**config.mk**
```make
export PLATFORM = sky130hd
export DESIGN_NAME = aes_decrypt_round_ctrl_flat
export DESIGN_NICKNAME = d
export VERILOG_FILES = /design/src/rtl/aes_decrypt_round_ctrl_pkg.sv /design/src/rtl/aes_decrypt_round_ctrl_if.sv /design/src/rtl/aes_decrypt_round_ctrl_counter.sv /design/src/rtl/aes_decrypt_round_ctrl.sv /design/src/flat_wrapper.sv
export SDC_FILE = /design/constraint.sdc
export NUM_CORES = 1
export LEC_CHECK = 0
export ABC_AREA = 1
export CORE_AREA = 2 2 39 41
export DETAILED_ROUTE_END_ITERATION = 7
export DIE_AREA = 0 0 41 43
export GPL_ROUTABILITY_DRIVEN = 0
export PLACE_DENSITY = 0.69
export RECOVER_POWER = 50
export SLEW_MARGIN = 20
export SYNTH_ARGS = -nofsm -noshare
export SYNTH_HDL_FRONTEND = slang
export SYNTH_SLANG_ARGS = --single-unit
```
**constraint.sdc**
```tcl
create_clock -name clk -period 2.3 [get_ports clk]
set_input_delay 0.23 -clock clk [delete_from_list [all_inputs] [get_ports clk]]
set_output_delay 0.23 -clock clk [all_outputs]
set_load 0.02 [all_outputs]
```
**src/rtl/aes_decrypt_round_ctrl_pkg.sv**
```systemverilog
// ============================================================================
// aes_dec_pkg : shared AES-128 decrypt constants and sequencer state encoding
// Rev 1.0
// ============================================================================
`default_nettype none

package aes_dec_pkg;

   localparam int AES_NR    = 10;
   localparam int AES_IDX_W = 4;

   typedef enum logic [2:0] {
      ST_IDLE  = 3'd0,
      ST_INIT  = 3'd1,
      ST_ROUND = 3'd2,
      ST_FINAL = 3'd3,
      ST_DONE  = 3'd4
   } dec_state_e;

endpackage

`default_nettype wire

```
**src/rtl/aes_decrypt_round_ctrl_if.sv**
```systemverilog
// ============================================================================
// aes_decrypt_round_ctrl_if : control bus between decrypt sequencer and datapath
// Rev 1.0
// ============================================================================
`default_nettype none

interface aes_decrypt_round_ctrl_if
   import aes_dec_pkg::*;
   #(parameter int IDX_W = AES_IDX_W);

   logic             start_i;
   logic             key_valid_i;
   logic [IDX_W-1:0] round_idx_o;
   logic             load_state_o;
   logic             add_only_o;
   logic             inv_mix_o;
   logic             round_en_o;
   logic             busy_o;
   logic             done_o;

   modport slave (
      input  start_i, key_valid_i,
      output round_idx_o, load_state_o, add_only_o, inv_mix_o,
             round_en_o, busy_o, done_o
   );

   modport master (
      output start_i, key_valid_i,
      input  round_idx_o, load_state_o, add_only_o, inv_mix_o,
             round_en_o, busy_o, done_o
   );

endinterface

`default_nettype wire

```
**src/rtl/aes_decrypt_round_ctrl_counter.sv**
```systemverilog
// ============================================================================
// aes_decrypt_round_counter : saturating round-key down-counter with load/enable
// Rev 1.0
// ============================================================================
`default_nettype none

module aes_decrypt_round_counter
   import aes_dec_pkg::*;
   #(parameter int IDX_W = AES_IDX_W)
   (
      input  logic             clk,
      input  logic             rst,
      input  logic             load_i,
      input  logic [IDX_W-1:0] load_val_i,
      input  logic             en_i,
      output logic [IDX_W-1:0] cnt_o
   );

   logic [IDX_W-1:0] cnt_q;

   // Load wins over enable; a decrement at zero stays at zero.
   always_ff @(posedge clk) begin
      if (rst) begin
         cnt_q <= '0;
      end else if (load_i) begin
         cnt_q <= load_val_i;
      end else if (en_i && (cnt_q != '0)) begin
         cnt_q <= cnt_q - 1'b1;
      end
   end

   assign cnt_o = cnt_q;

endmodule

`default_nettype wire

```
**src/rtl/aes_decrypt_round_ctrl.sv**
```systemverilog
// ============================================================================
// aes_decrypt_round_ctrl : AES-128 inverse round sequencer (NR..0 key index)
// Rev 1.0
// ============================================================================
`default_nettype none

module aes_decrypt_round_ctrl
   import aes_dec_pkg::*;
   #(
      parameter int NR    = AES_NR,
      parameter int IDX_W = AES_IDX_W
   )
   (
      input  logic                    clk,
      input  logic                    rst,
      aes_decrypt_round_ctrl_if.slave bus
   );

   localparam logic [IDX_W-1:0] NR_IDX  = IDX_W'(NR);
   localparam logic [IDX_W-1:0] ONE_IDX = IDX_W'(1);

   dec_state_e       state_q, state_d;
   logic             add_only_q;
   logic             inv_mix_q;
   logic             busy_q;
   logic             done_q;
   logic [IDX_W-1:0] idx;
   logic             start_acc;
   logic             cnt_en;

   assign start_acc = (state_q == ST_IDLE) && bus.start_i && !rst;
   assign cnt_en    = bus.key_valid_i && ((state_q == ST_INIT) || (state_q == ST_ROUND));

   always_comb begin
      state_d = state_q;
      case (state_q)
         ST_IDLE:  if (bus.start_i)                           state_d = ST_INIT;
         ST_INIT:  if (bus.key_valid_i)                       state_d = ST_ROUND;
         ST_ROUND: if (bus.key_valid_i && (idx == ONE_IDX))   state_d = ST_FINAL;
         ST_FINAL: if (bus.key_valid_i)                       state_d = ST_DONE;
         ST_DONE:                                             state_d = ST_IDLE;
         default:                                             state_d = ST_IDLE;
      endcase
   end

   // Phase flags are registered from the next state so they line up with state_q.
   always_ff @(posedge clk) begin
      if (rst) begin
         state_q    <= ST_IDLE;
         add_only_q <= 1'b0;
         inv_mix_q  <= 1'b0;
         busy_q     <= 1'b0;
         done_q     <= 1'b0;
      end else begin
         state_q    <= state_d;
         add_only_q <= (state_d == ST_INIT);
         inv_mix_q  <= (state_d == ST_ROUND);
         busy_q     <= (state_d == ST_INIT) || (state_d == ST_ROUND) || (state_d == ST_FINAL);
         done_q     <= (state_d == ST_DONE);
      end
   end

   aes_decrypt_round_counter #(.IDX_W(IDX_W)) u_counter (
      .clk        (clk),
      .rst        (rst),
      .load_i     (start_acc),
      .load_val_i (NR_IDX),
      .en_i       (cnt_en),
      .cnt_o      (idx)
   );

   assign bus.round_idx_o  = idx;
   assign bus.load_state_o = start_acc;
   assign bus.add_only_o   = add_only_q;
   assign bus.inv_mix_o    = inv_mix_q;
   assign bus.busy_o       = busy_q;
   assign bus.done_o       = done_q;
   assign bus.round_en_o   = busy_q && bus.key_valid_i;

endmodule

`default_nettype wire

```
**src/flat_wrapper.sv**
```systemverilog
// flat-port wrapper written by rule: the top's interface ports become plain ports
module aes_decrypt_round_ctrl_flat import aes_dec_pkg::*;
#(
      parameter int NR    = AES_NR,
      parameter int IDX_W = AES_IDX_W
   )
  (clk, rst, bus_start_i, bus_key_valid_i, bus_round_idx_o, bus_load_state_o, bus_add_only_o, bus_inv_mix_o, bus_round_en_o, bus_busy_o, bus_done_o);
  aes_decrypt_round_ctrl_if #(.IDX_W(IDX_W)) bus_i ();
  input  logic clk;
  input  logic rst;
  input wire logic [$bits(bus_i.start_i)-1:0] bus_start_i;
  input wire logic [$bits(bus_i.key_valid_i)-1:0] bus_key_valid_i;
  output wire logic [$bits(bus_i.round_idx_o)-1:0] bus_round_idx_o;
  output wire logic [$bits(bus_i.load_state_o)-1:0] bus_load_state_o;
  output wire logic [$bits(bus_i.add_only_o)-1:0] bus_add_only_o;
  output wire logic [$bits(bus_i.inv_mix_o)-1:0] bus_inv_mix_o;
  output wire logic [$bits(bus_i.round_en_o)-1:0] bus_round_en_o;
  output wire logic [$bits(bus_i.busy_o)-1:0] bus_busy_o;
  output wire logic [$bits(bus_i.done_o)-1:0] bus_done_o;
  assign bus_i.start_i = bus_start_i;
  assign bus_i.key_valid_i = bus_key_valid_i;
  assign bus_round_idx_o = bus_i.round_idx_o;
  assign bus_load_state_o = bus_i.load_state_o;
  assign bus_add_only_o = bus_i.add_only_o;
  assign bus_inv_mix_o = bus_i.inv_mix_o;
  assign bus_round_en_o = bus_i.round_en_o;
  assign bus_busy_o = bus_i.busy_o;
  assign bus_done_o = bus_i.done_o;
  aes_decrypt_round_ctrl #(.NR(NR), .IDX_W(IDX_W)) u_core (.clk(clk), .rst(rst), .bus(bus_i));
endmodule
```
==> reports/qor.txt, run 1 <==
Status - finished, final reports clean
Sequential power share - 47.5%
Total power - 0.449 mW
Finish-stage setup viols - 0
Unique masters post-synth - 18
Startpoint types - register
Relative slew slack - 74.5%
HP Class - register to register
Critical Path, Cell by Cell - nor2_2 > nand3_2 > nor2_1 > clkdlybuf4s50_1
Worst Tran Pin Value - 0.382 ns
Leakage Power - 0.334 nW
Max Slew Vio Count - 0
Clk pin slew, worst setup/hold paths - 0.07 ns
Hold Path Origin - u_core.u_counter.cnt_o[0]
Layout cell share with drive strength beyond 1 - 10.2%
Die Y - 43 um
Die W - 41 um
CTS tree - built
Sequential area share after synthesis - 40.7%
End of the worst hold path - u_core.u_counter.cnt_o[0]
Post-cts hold buffer count - 0
Commonest cells after routing, fill and taps aside - nand2_1 (15), inv_1 (13), clkdlybuf4s50_1 (11), dfxtp_1 (11), nor2_1 (10)
H-Tree Depth - 1
Critical Path AT - 1.66 ns
Max-Cap Viols - 0
Syn Area/Cell - 7.61 sq um
Port Buffers - 13
Critical path's largest stage delay - 0.63 ns
Diode count - 0
Worst r2r src - u_core.u_counter.cnt_o[0]
Clock Path Buffers - 2
Design internal power - 0.317 mW
Routed Antenna Nets - 0
Core ar. - 1380 sq um
R2R depth - 8
Setup_tns - 0 ns
Die Footprint - 1760 sq um
Largest net degree at the start of global routing - 8
Setup CP Type - register to primary output
Skew-Pair Late Insertion Delay - 0.27 ns
# IOs - 14
Synth Instances - 71
First-pass iteration count of the detailed router - 4
Initial antenna violation count - 0
Row cnt - 14
R2R Path End - u_core.u_counter.cnt_o[1]
Cell area after synthesis - 541 sq um
Crit share post-route - 82.3%
Via-per-instance ratio - 4.58
Initial DRC count - 12
Worst reg2reg setup slack - 0.73 ns
Number of global-route vias before repair - 400
Root Buffer - clkbuf_4
Worst IR Drop VDD - 0.381 mV
Critical path fanouts, max - 4
F_max - 0.528 GHz
Clock sink count - 11
Post-CTS setup repair buffer count - 0
Total GRT Usage - 14.1%
Switch Pwr - 0.133 mW
# resized after CTS - 0
Fillers - 154
Ys Warns - 0
GRT overflow - 0
Crit. End Element - primary output
Initial core utilization - 39.1%
Routed vias - 476
Wire per inst - 9.94 um
CTS buffer count - 3
Sw Share - 29.5%
Hpwl dp - 796 um
Worst EP required - 2.07 ns
Number of remaining DRC errors - 0
Final Hold Viols - 0
Drt total wl - 1030 um
Post-layout minimum cycle time - 1.89 ns
Comb power frac - 23.8%
RSZ-0062 raised after global routing - no
Slowest library cell on the worst path - clkdlybuf4s50_1
Clock power share - 28.7%
Yosys reg bits - 11
Synthesis-to-finish area growth - 29.2%
Mapped Nets - 77
Hold path depth - 2
Nets@finish - 95
Setup Skew - 0.00374 ns
First-pass GRT wire length - 1640 um
Commonest non-fill, non-tap cell in the layout - nand2_1
Power Density - 643 nW/um^2
power by group through the flow:
stage          clock, mW  sequential, mW  combinational, mW
3_5_place_dp           0           0.218              0.114
2_1_floorplan          0           0.228             0.0620
5_1_grt            0.144           0.215              0.120
4_1_cts            0.138           0.214              0.115
3_3_place_gp           0           0.218              0.112
6_report           0.129           0.213              0.107
worst max-delay path, delay by kind of cell, from the launching register on:
| family | cells | cell delay, ns |
|---|---|---|
| buf+inv | 1 | 0.63 |
| flops | 1 | 0.34 |
| simple gates | 3 | 0.43 |
per-layer routing:
| metal | wire (um) | GRT usage [%] |
|---|---|---|
| met1 | 475 | 18.3 |
| met2 | 485 | 19.1 |
| met3 | 63 | 4.19 |
| met4 | 9 | 10.0 |
| met5 | 0 | 0 |
cells in the mapped netlist (all sizes together):
library cell,number,area (sq um)
dfxtp,11,220
nand2,17,73.8
inv,13,48.8
a21oi,4,35.0
o21bai,1,7.51
nand3b,1,7.51
nor3,2,10.0
nor2,11,46.3
xor2,1,8.76
ha,2,25.0
o211ai,1,12.5
nand3,7,45.0
area by class of cell:
| type | instances | area (sq um) | share of cell area (%) |
|---|---|---|---|
| Multi-Input combinational cell | 47 | 253 | 36.2 |
| Sequential cell | 11 | 220 | 31.5 |
| Timing Repair Buffer | 13 | 130 | 18.6 |
| Inverter | 13 | 48.8 | 6.99 |
| Clock buffer | 4 | 26.3 | 3.76 |
| Tap cell | 16 | 20.0 | 2.87 |
cells by family (layout without fill, tap and decap cells):
family	count (synthesis)	in the layout	synth area share, %
buffers and inverters	13	30	9.03
XOR/XNOR	1	1	1.62
adder cells (fa/ha/maj)	2	2	4.63
AO/OA/AOI/OAI	6	6	10.2
AND/OR/NAND/NOR	38	38	33.8
flip-flops	11	11	40.7
sequential cells by signal (all words and copies together) (netlist names):
register / cells
u_core.bus.inv_mix_o: 1
u_core.bus.done_o: 1
u_core.u_counter.cnt_o: 4
u_core.state_q: 3
u_core.bus.add_only_o: 1
u_core.bus.busy_o: 1
through the flow:
| stage | instances | hold WS, ns | cell area, sq um | util [%] | setup slack, ns |
|---|---|---|---|---|---|
| floorplan | 71 | 0.292 | 541 | - | 0.843 |
| global placement | 100 | 0.493 | 691 | 49.9 | 0.461 |
| CTS | 104 | 0.514 | 717 | 51.8 | 0.387 |
| global route | 104 | 0.542 | 698 | 50.5 | 0.301 |
| finish | 104 | 0.507 | 698 | 50.5 | 0.408 |
| detailed placement | 100 | 0.504 | 691 | 49.9 | 0.448 |
worst max path at each step:
| stage | start | end | slack (ns) |
|---|---|---|---|
| 6_report | u_core.state_q[1] | bus_load_state_o | 0.41 |
| 4_1_cts | u_core.state_q[1] | bus_load_state_o | 0.39 |
| 3_3_place_gp | bus_start_i | bus_load_state_o | 0.46 |
| 2_1_floorplan | u_core.u_counter.cnt_o[0] | u_core.u_counter.cnt_o[1] | 0.84 |
| 5_1_grt | u_core.state_q[2] | bus_load_state_o | 0.30 |
| 3_5_place_dp | bus_start_i | bus_load_state_o | 0.45 |
No activity file was read; power rests on OpenSTA's default activity.
==> run 2: changes to the inputs <==
clock period = 1.85 ns   (was 2.3 ns; I/O delays follow)
==> reports/qor.txt, run 2 (synthesis results as in run 1) <==
Routed Antenna Nets - 0 (unchanged)
Post-layout minimum cycle time - 1.68 ns
CTS tree - built
Die Footprint - 1760 sq um (unchanged)
Busiest grt layer - met2
Die W - 41 um (unchanged)
Wire per inst - 9.96 um (+0.20%)
End of the worst hold path - u_core.u_counter.cnt_o[0]
# resized after CTS - 0 (unchanged)
Critical path fanouts, max - 4 (unchanged)
Crit. End Element - primary output
R2R Path End - u_core.u_counter.cnt_o[1]
Largest net degree at the start of global routing - 7 (-1)
Row cnt - 14 (unchanged)
M3 GR Usage - 5.76% (+1.6 points)
Worst EP required - 1.66 ns (-0.41 ns)
DP Area - 706 sq um (+2.2%)
F_max - 0.597 GHz
Relative slew slack - 76.7% (+2.2 points)
Setup WS pre-CTS - 0.127 ns (-0.320 ns)
Drt total wl - 1060 um (+2.1%)
Placed cell count - 102 (+2.0%)
Critical Path AT - 1.49 ns (-0.17 ns)
Hold Path Origin - u_core.u_counter.cnt_o[0]
Core ar. - 1380 sq um (unchanged)
Power Density - 793 nW/um^2 (+23%)
Fin area - 718 sq um (+2.9%)
Diode count - 0 (unchanged)
Post-CTS setup repair buffer count - 0 (unchanged)
Worst r2r src - u_core.u_counter.cnt_o[0]
Clock sink count - 11 (unchanged)
Setup Skew - 0.00392 ns (+0.000177 ns)
Final Hold Viols - 0 (unchanged)
Worst reg2reg setup slack - 0.29 ns (-0.44 ns)
Total GRT Usage - 15.7% (+1.6 points)
First-pass iteration count of the detailed router - 4 (unchanged)
RSZ-0062 raised after global routing - no
Crit share post-route - 90.6%
Initial DRC count - 5 (-7)
Finish-stage setup viols - 0 (unchanged)
Clock Path Buffers - 2 (unchanged)
Status - finished, final reports clean
CTS buffer count - 3 (unchanged)
Max Slew Vio Count - 0 (unchanged)
Via-per-instance ratio - 4.76 (+4.1%)
Max reg flops - 4 (unchanged)
Hold path depth - 2 (unchanged)
Clk pin slew, worst setup/hold paths - 0.07 ns (about the same)
HP Class - register to register
Initial antenna violation count - 0 (unchanged)
# IOs - 14 (unchanged)
Port Buffers - 13 (unchanged)
Setup CP Type - input port to primary output
Initial core utilization - 39.1% (unchanged)
Commonest cells after routing, fill and taps aside - nand2_1 (15), inv_1 (13), dfxtp_1 (11), clkdlybuf4s50_1 (10), nor2_1 (9)
GRT overflow - 0 (unchanged)
R2R depth - 8 (unchanged)
Final non-filler cell total - 106 (+1.9%)
Max-Cap Viols - 0 (unchanged)
Routed vias - 505 (+6.1%)
Die Y - 43 um (unchanged)
Commonest non-fill, non-tap cell in the layout - nand2_1
PnR worst setup slack - 0.175 ns (-0.233 ns)
WHS - 0.513 ns (+0.00543 ns)
Met1 usage - 17.6% (-0.65 points)
First-pass GRT wire length - 1810 um (+10%)
Total power - 0.569 mW (+27%)
Root Buffer - clkbuf_4
Post-layout util - 51.9% (+1.4 points)
Layout cell share with drive strength beyond 1 - 13.3% (+3.1 points)
Worst IR Drop VDD - 0.456 mV (+20%)
Post-cts hold buffer count - 0 (unchanged)
Hpwl dp - 825 um (+3.8%)
Worst Tran Pin Value - 0.349 ns (-0.0327 ns)
Number of remaining DRC errors - 0 (unchanged)
H-Tree Depth - 1 (unchanged)
Number of global-route vias before repair - 467 (+17%)
GR Layer Usage met2 - 22.8% (+3.8 points)
Synthesis-to-finish area growth - 32.9%
Nets@finish - 97 (+2.1%)
Skew-Pair Late Insertion Delay - 0.27 ns (about the same)
Startpoint types - input port
Leakage Power - 0.358 nW (+7.3%)
Setup_tns - 0 ns (unchanged)
run 2: how the worst max path moves through the flow:
stage	cells after the start	to	from	slack (ns)
2_1_floorplan	8	u_core.u_counter.cnt_o[1]	u_core.u_counter.cnt_o[0]	0.39
3_3_place_gp	4	bus_load_state_o	bus_start_i	0.14
3_5_place_dp	4	bus_load_state_o	bus_start_i	0.13
4_1_cts	4	bus_load_state_o	u_core.state_q[1]	0.04
5_1_grt	4	bus_round_en_o	bus_key_valid_i	0.11
6_report	4	bus_round_en_o	bus_key_valid_i	0.17
run 2: routing by layer:
| layer | share of wire [%] | vias to the layer above |
|---|---|---|
| met5 | 0 | - |
| met4 | 3.6 | 0 |
| met3 | 6.7 | 4 |
| met2 | 45 | 14 |
| met1 | 45 | 228 |
| li1 | - | 259 |
run 2: where the power goes:
part	switching [mW]	internal, mW	leakage [nW]
Clock	0.0830	0.0836	0.0150
Combinational	0.0766	0.0614	0.253
Sequential	0.0123	0.252	0.0901
run 2: final cells by class:
class | instances | area, sq um
Timing Repair Buffer | 15 | 148
Inverter | 13 | 48.8
Clock buffer | 4 | 26.3
Sequential cell | 11 | 220
Fill cell | 152 | 666
Multi-Input combinational cell | 47 | 255
Tap cell | 16 | 20.0
run 2: critical path, cell delays in order:
cell             delay [ns]
dlygate4sd3_1          0.60
nand2_1                0.07
inv_1                  0.05
clkdlybuf4s50_1        0.59
==> run 3: changes to the inputs <==
PLACE_DENSITY = 0.72   (was 0.69)
==> reports/qor.txt, run 3 (synthesis results as in run 1) <==
Critical path fanouts, max - 4 (unchanged)
Hpwl dp - 760 um (-7.9%)
Layout cell share with drive strength beyond 1 - 13.3% (unchanged)
Synthesis-to-finish area growth - 32.9% (unchanged)
Status - finished, final reports clean
Routed Antenna Nets - 0 (unchanged)
CTS tree - built
Leakage Power - 0.358 nW (unchanged)
First-pass iteration count of the detailed router - 4 (unchanged)
Setup WS pre-CTS - 0.140 ns (+0.0122 ns)
Root Buffer - clkbuf_4
Initial core utilization - 39.1% (unchanged)
Max Slew Vio Count - 0 (unchanged)
Worst EP required - 1.66 ns (about the same)
Clock Path Buffers - 2 (unchanged)
Clk pin slew, worst setup/hold paths - 0.07 ns (about the same)
Setup CP Type - input port to primary output
Metal2 WL - 401 um (-15%)
Routed vias - 489 (-3.2%)
# IOs - 14 (unchanged)
Core ar. - 1380 sq um (unchanged)
Drt total wl - 955 um (-9.6%)
First-pass GRT wire length - 1570 um (-13%)
Met3 WL - 70 um (-1.4%)
Number of remaining DRC errors - 0 (unchanged)
Finish-stage setup viols - 0 (unchanged)
Wire per inst - 9.01 um (-9.6%)
Setup Skew - 0.00224 ns (-0.00168 ns)
Diode count - 0 (unchanged)
Die Y - 43 um (unchanged)
Power Density - 780 nW/um^2 (-1.6%)
PnR worst setup slack - 0.173 ns (-0.00171 ns)
Die Footprint - 1760 sq um (unchanged)
Final Hold Viols - 0 (unchanged)
Commonest non-fill, non-tap cell in the layout - nand2_1
Row cnt - 14 (unchanged)
Clock sink count - 11 (unchanged)
Max-Cap Viols - 0 (unchanged)
Initial antenna violation count - 0 (unchanged)
Critical Path AT - 1.49 ns (about the same)
Port Buffers - 13 (unchanged)
H-Tree Depth - 1 (unchanged)
Crit. End Element - primary output
Commonest cells after routing, fill and taps aside - nand2_1 (15), inv_1 (13), dfxtp_1 (11), clkdlybuf4s50_1 (10), nor2_1 (9)
Top routing layer used - met4
Startpoint types - input port
F_max - 0.596 GHz (-0.10%)
Worst IR Drop VDD - 0.465 mV (+1.9%)
Skew-Pair Late Insertion Delay - 0.26 ns (about the same)
RSZ-0062 raised after global routing - no
HP Class - register to register
Number of global-route vias before repair - 416 (-11%)
Crit share post-route - 90.7% (+0.092 points)
Post-CTS setup repair buffer count - 0 (unchanged)
Total GRT Usage - 13.1% (-2.6 points)
Worst Tran Pin Value - 0.348 ns (-0.00100 ns)
Largest net degree at the start of global routing - 7 (unchanged)
GRT overflow - 0 (unchanged)
Max reg flops - 4 (unchanged)
CTS buffer count - 3 (unchanged)
Metal-1 WL - 468 um (-1.7%)
Die W - 41 um (unchanged)
Nets@finish - 97 (unchanged)
Post-layout minimum cycle time - 1.68 ns (+0.00171 ns)
Via-per-instance ratio - 4.61 (-3.2%)
Relative slew slack - 76.8% (about the same)
Initial DRC count - 5 (unchanged)
Setup_tns - 0 ns (unchanged)
-- run 3: per-layer routing --
layer / vias up / GRT usage [%]
li1: 262 / -
met2: 17 / 18.4
met5: - / 0
met1: 208 / 17.3
met4: 0 / 6.00
met3: 2 / 4.71
-- run 3: path summary, 6_finish.rpt --
kind                                                   to  slack [ns]                       from  cells past startpoint
worst max-delay path                       bus_round_en_o        0.17            bus_key_valid_i                      4
worst min-delay path            u_core.u_counter.cnt_o[0]        0.51  u_core.u_counter.cnt_o[0]                      2
worst max register to register  u_core.u_counter.cnt_o[1]        0.32  u_core.u_counter.cnt_o[0]                      8
worst min register to register  u_core.u_counter.cnt_o[0]        0.51  u_core.u_counter.cnt_o[0]                      2
-- run 3: through the flow --
stage	hold WS (ns)	total power [mW]	utilization (%)	area [sq um]	instances
after floorplan	0.247	0.361	-	541	71
after global placement	0.493	0.416	51.0	706	102
after detailed placement	0.504	0.417	51.0	706	102
after CTS	0.513	0.579	52.9	732	106
after global routing	0.548	0.601	51.9	718	106
final	0.510	0.560	51.9	718	106
-- run 3: timing repair --
item / CTS / global route
resized for setup: 0 / 1
endpoints found under the setup margin: 0 / 1
hold endpoints to repair: 0 / 0
hold buffers: 0 / 0
-- run 3: final cells by class --
| class | instances | area, sq um |
|---|---|---|
| Sequential cell | 11 | 220 |
| Tap cell | 16 | 20.0 |
| Inverter | 13 | 48.8 |
| Fill cell | 140 | 666 |
| Timing Repair Buffer | 15 | 148 |
| Multi-Input combinational cell | 47 | 255 |
| Clock buffer | 4 | 26.3 |
-- run 3: power breakdown --
| part | internal [mW] | switching, mW |
|---|---|---|
| sequential | 0.252 | 0.0128 |
| clock | 0.0834 | 0.0750 |
| combinational | 0.0613 | 0.0752 |
-- run 3: worst max-delay path, cell delays in order --
cell             delay (ns)
dlygate4sd3_1          0.59
nand2_1                0.07
inv_1                  0.05
clkdlybuf4s50_1        0.59
==> variant 1, RTL diff (config.mk and constraints of run 3) <==
Change the package constant `AES_IDX_W` from 4 to 3.
--- a/src/rtl/aes_decrypt_round_ctrl_pkg.sv
+++ b/src/rtl/aes_decrypt_round_ctrl_pkg.sv
@@ -7,7 +7,7 @@
 package aes_dec_pkg;
 
    localparam int AES_NR    = 10;
-   localparam int AES_IDX_W = 4;
+   localparam int AES_IDX_W = 3;
 
    typedef enum logic [2:0] {
       ST_IDLE  = 3'd0,
Interface: changed (resized bus_round_idx_o); port bits go from 14 to 13. No check against the original RTL was run, so the function may have changed too.
==> variant 1 against run 3 <==
- setup slack better by 0.044 ns
- count of clock-buffer cells in the layout is 1 lower
- area after synthesis down 9.5%
- wire length down 0.31%
- sequential cell count shrank 1
- fmax increased by 2.7%
- sequential share of layout area is 0.42 points lower
- total power down 11%
- die area is the same
- design area is 7.8% lower
- register-to-register slack gained 0.12 ns
==> variant 1: results (changes against run 3) <==
[place]
placed_area_sq_um = 641  ; -9.2%
dp_cells = 97  ; -4.9%
dp_slack_ns = 0.143  ; +0.00357 ns
hpwl_um = 782  ; +2.8%
portBuffers = 12  ; -1

[cts]
clk_latency_ns = 0.27
cts_setup_buffers = 0  ; unchanged

[global_route]
grt_pass1_wl_um = 1580  ; +0.89%
grt_pass1_vias = 411  ; -1.2%
grt_use_met1_pct = 15.5  ; -1.7 points
grt.met3_usage_pct = 3.14  ; -1.6 points
grt_start_max_net_pins = 9  ; +2
gr-usage-all-layers_pct = 14.2  ; +1.1 points
grt_use_met2_pct = 20.6  ; +2.2 points
grt-ovfl-total = 0  ; unchanged

[pwr]
p_leak_nw = 0.315  ; -12%
p_switching_mw = 0.147  ; -9.7%
irDropWorstVdd_mv = 0.426  ; -8.4%

[sta]
hold_slack_ns = 0.492  ; -0.0173 ns
tightestPinTransition_ns = 0.260  ; -0.0880 ns
fin_skew_ns = 0.00206  ; -0.000179 ns

[worst_setup_path]
cp_slowest_cell = clkdlybuf4s50_1
endpoint = bus_round_en_o
critical_path_peak_fanout = 2  ; -2
crit_start = bus_key_valid_i
worstPathArrival_ns = 1.45  ; -0.04 ns
worst-r2r-cell-count = 9  ; +1
rrSetupSlack_ns = 0.44  ; +0.12 ns

[run_status]
status = finished clean

[drt]
top_layer = met4
first_iter_violations = 7  ; +2
route.met2.wl_um = 465  ; +16%
vias = 471  ; -3.7%
drt_pass1_iterations = 4  ; unchanged
wl_per_cell_um = 9.52  ; +5.7%
route.met3.wl_um = 35  ; -50%
met1_length_um = 400  ; -15%

[logic_synthesis]
synth_cell_types = 16  ; -2
synth.top_cells.by_area = dfxtp_1 (41%), nand3_1 (12%), inv_1 (8.4%)
synth_fa_ha_area_share_pct = 7.67  ; +3.0 points
synth_xor_area_share_pct = 0  ; -1.6 points
synth-compound-area-share_pct = 5.88  ; -4.3 points
yosysSeqAreaShare_pct = 40.9  ; +0.18 points
syn-num-nets = 75  ; -2.6%
synthTopCellsByCount = nand3_1 (12), inv_1 (11), dfxtp_1 (10), nand2_1 (9), nor2_1 (7)
synth_area_per_cell_sq_um = 7.19  ; -5.5%

[layout]
nets = 93  ; -4.1%
final_cells = 100  ; -5.7%
drive_gt1_share_pct = 13.1  ; -0.24 points
fill_cells = 139  ; -0.71%

[worst_hold_path]
min_to = u_core.u_counter.cnt_o[0]$_SDFFE_PP0P_

==> variant 1: cell count changes in the layout (fill, tap and decap cells not counted), sizes merged, moves of 2 or more <==
cell	change
a21oi	-2
clkdlybuf4s50	-2
nand2	-6
nand3	+5
==> variant 1: final cells by class <==
cell class,count,area (sq um),area share (%)
clock buffers,3,22.5,3.40
well taps,16,20.0,3.02
flip-flops and latches,10,200,30.2
repair buffers,14,134,20.2
multi-input cells,43,233,35.2
inverters,14,52.6,7.94
==> variant 1: cell families (layout without fill, tap and decap cells) <==
group	after synthesis	in the layout
DFF	10	10
and+or+nand+nor	35	35
buffers and inverters	15	31
AOI/OAI and AO/OA	5	5
adders and majority gates	3	3
==> variant 1: power groups by stage <==
stage,registers [mW],logic [mW],clock network (mW)
3_3_place_gp,0.242,0.117,0
5_1_grt,0.239,0.130,0.161
4_1_cts,0.238,0.120,0.150
3_5_place_dp,0.242,0.120,0
6_report,0.237,0.116,0.148
2_1_floorplan,0.253,0.0616,0
==> variant 2, RTL diff (settings of run 3) <==
Without the edit above. Encoding of `dec_state_e`: now one-hot (5 bits for 5 states).
--- a/src/rtl/aes_decrypt_round_ctrl_pkg.sv
+++ b/src/rtl/aes_decrypt_round_ctrl_pkg.sv
@@ -9,12 +9,12 @@
    localparam int AES_NR    = 10;
    localparam int AES_IDX_W = 4;
 
-   typedef enum logic [2:0] {
-      ST_IDLE  = 3'd0,
-      ST_INIT  = 3'd1,
-      ST_ROUND = 3'd2,
-      ST_FINAL = 3'd3,
-      ST_DONE  = 3'd4
+   typedef enum logic [4:0] {
+      ST_IDLE  = 5'b00001,
+      ST_INIT  = 5'b00010,
+      ST_ROUND = 5'b00100,
+      ST_FINAL = 5'b01000,
+      ST_DONE  = 5'b10000
    } dec_state_e;
 
 endpackage
Function: no difference found for any inputs over 10 cycles, from zero or initial values and one cycle with rst high; not proved beyond that.
==> variant 2 against run 3 <==
- design area is 23% higher
- hold slack improved by 0.0057 ns
- area after synthesis up 28%
- sequential cell count up 2
- total power up 16%
- setup slack better by 0.064 ns
- wire length rose by 34%
- critical path depth rose by 2
- critical endpoint is now bus_load_state_o
- highest routed layer unchanged
==> variant 2: results (changes against run 3) <==
[run_status]
status = finished clean

[layout]
fill_cells = 143  ; +2.1%
drive_gt1_share_pct = 23.1  ; +9.8 points
largest_reg_flops = 5  ; +1
nets = 115  ; +19%
antenna_cells = 0  ; unchanged

[place]
hpwl_um = 1030  ; +36%
portBuffers = 13  ; unchanged

[logic_synthesis]
ys_warn_count = 0  ; unchanged
syn-num-nets = 94  ; +22%
synth.top_cells.by_area = dfxtp_1 (38%), inv_1 (8.7%), nand2_1 (7.1%)
yosysSeqAreaShare_pct = 37.6  ; -3.1 points
synth_cell_types = 23  ; +5
async_flop_share_pct = 0  ; unchanged
synthTopCellsByCount = inv_1 (16), dfxtp_1 (13), nand2_1 (13), nand3_1 (6), nor2_1 (6)
ys.flop_type = dfxtp_1

[drt]
route.met2.wl_um = 655  ; +63%
met1_length_um = 534  ; +14%
wl_per_cell_um = 10.3  ; +15%
first_iter_violations = 8  ; +3
top_layer = met4
route.met3.wl_um = 54  ; -23%
drt_pass1_iterations = 4  ; unchanged
vias = 606  ; +24%

[global_route]
grt.met3_usage_pct = 6.81  ; +2.1 points
grt_pass1_wl_um = 2400  ; +53%
antenna_found_initial = 0  ; unchanged
grt_pass1_vias = 587  ; +41%
grt_start_max_net_pins = 8  ; +1
grt_use_met1_pct = 24.0  ; +6.7 points
grt_use_met2_pct = 30.0  ; +12 points
gr-usage-all-layers_pct = 20.2  ; +7.1 points

[sta]
timing.setup.tns_ns = 0  ; unchanged
fin_skew_ns = 0.00350  ; +0.00126 ns
tightestPinTransition_ns = 0.252  ; -0.0960 ns

[worst_setup_path]
rr_startpoint = u_core.u_counter.cnt_o[0]$_SDFFE_PP0P_
rrSetupSlack_ns = 0.38  ; +0.06 ns
critical_path_peak_fanout = 3  ; -1
worst-r2r-cell-count = 8  ; unchanged
endpoint = bus_load_state_o
worstPathArrival_ns = 1.43  ; -0.06 ns
crit_start = u_core.state_q[3]$_SDFF_PP0_
worstReg2RegEnd = u_core.u_counter.cnt_o[3]$_SDFFE_PP0P_

[pwr]
irDropWorstVdd_mv = 0.489  ; +5.1%
p_leak_nw = 0.441  ; +23%

[cts]
clk_pin_slew_ns = 0.08
numCtsBuffers = 3  ; unchanged
cts_setup_buffers = 0  ; unchanged
cts_resized = 1  ; +1
ctsHtreeMaxLevel = 1  ; unchanged
clk_latency_ns = 0.28  ; +0.02 ns

[worst_hold_path]
hold_depth = 2  ; unchanged
min_path_type = reg2reg
hp-start = u_core.u_counter.cnt_o[1]$_SDFFE_PP0P_
min_to = u_core.u_counter.cnt_o[1]$_SDFFE_PP0P_

## variant 2: cell types whose count changed after synthesis, sizes merged, moves of 2 or more
cell	delta
dfxtp	+2
nand3	+4
o21ai	+3
inv	+6
nand4	+3
## variant 2: cell type report
| class | instances | area [sq um] | share of cell area [%] |
|---|---|---|---|
| Clock buffer | 4 | 26.3 | 2.98 |
| Sequential cell | 13 | 260 | 29.5 |
| Timing Repair Buffer | 16 | 151 | 17.2 |
| Tap cell | 16 | 20.0 | 2.27 |
| Inverter | 19 | 71.3 | 8.09 |
| Multi-Input combinational cell | 56 | 353 | 40.0 |
## variant 2: metrics by stage
stage | hold WS, ns | cell area, sq um | power [mW] | worst slack [ns] | std cells
floorplan | 0.247 | 692 | 0.428 | 0.410 | 88
finish | 0.515 | 882 | 0.648 | 0.237 | 124
global placement | 0.493 | 865 | 0.484 | 0.181 | 120
CTS | 0.518 | 890 | 0.660 | 0.214 | 124
global route | 0.559 | 882 | 0.690 | 0.137 | 124
detailed placement | 0.506 | 865 | 0.485 | 0.175 | 120
## variant 2: worst max-delay path, cell delays in order (launching register included)
cell	delay, ns
dfxtp_1	0.34
nor2_2	0.13
nand2_2	0.08
nor2_4	0.15
nand3_4	0.08
inv_1	0.05
dlygate4sd2_1	0.32
## variant 2: report_power, final
part,internal [mW],leakage (nW),switching [mW]
sequential,0.296,0.106,0.0108
combinational,0.0678,0.320,0.0956
clock,0.0838,0.0150,0.0937
total,0.447,0.441,0.200
## variant 2: cells by family after synthesis
logic type                 after synthesis  share of synthesized area, %
DFF                                     13                          37.6
adders and majority gates                2                          3.62
AOI/OAI and AO/OA                        8                          8.86
and+or+nand+nor                         45                          38.3
xor gates and xnor gates                 1                          1.27
buffers and inverters                   19                          10.3
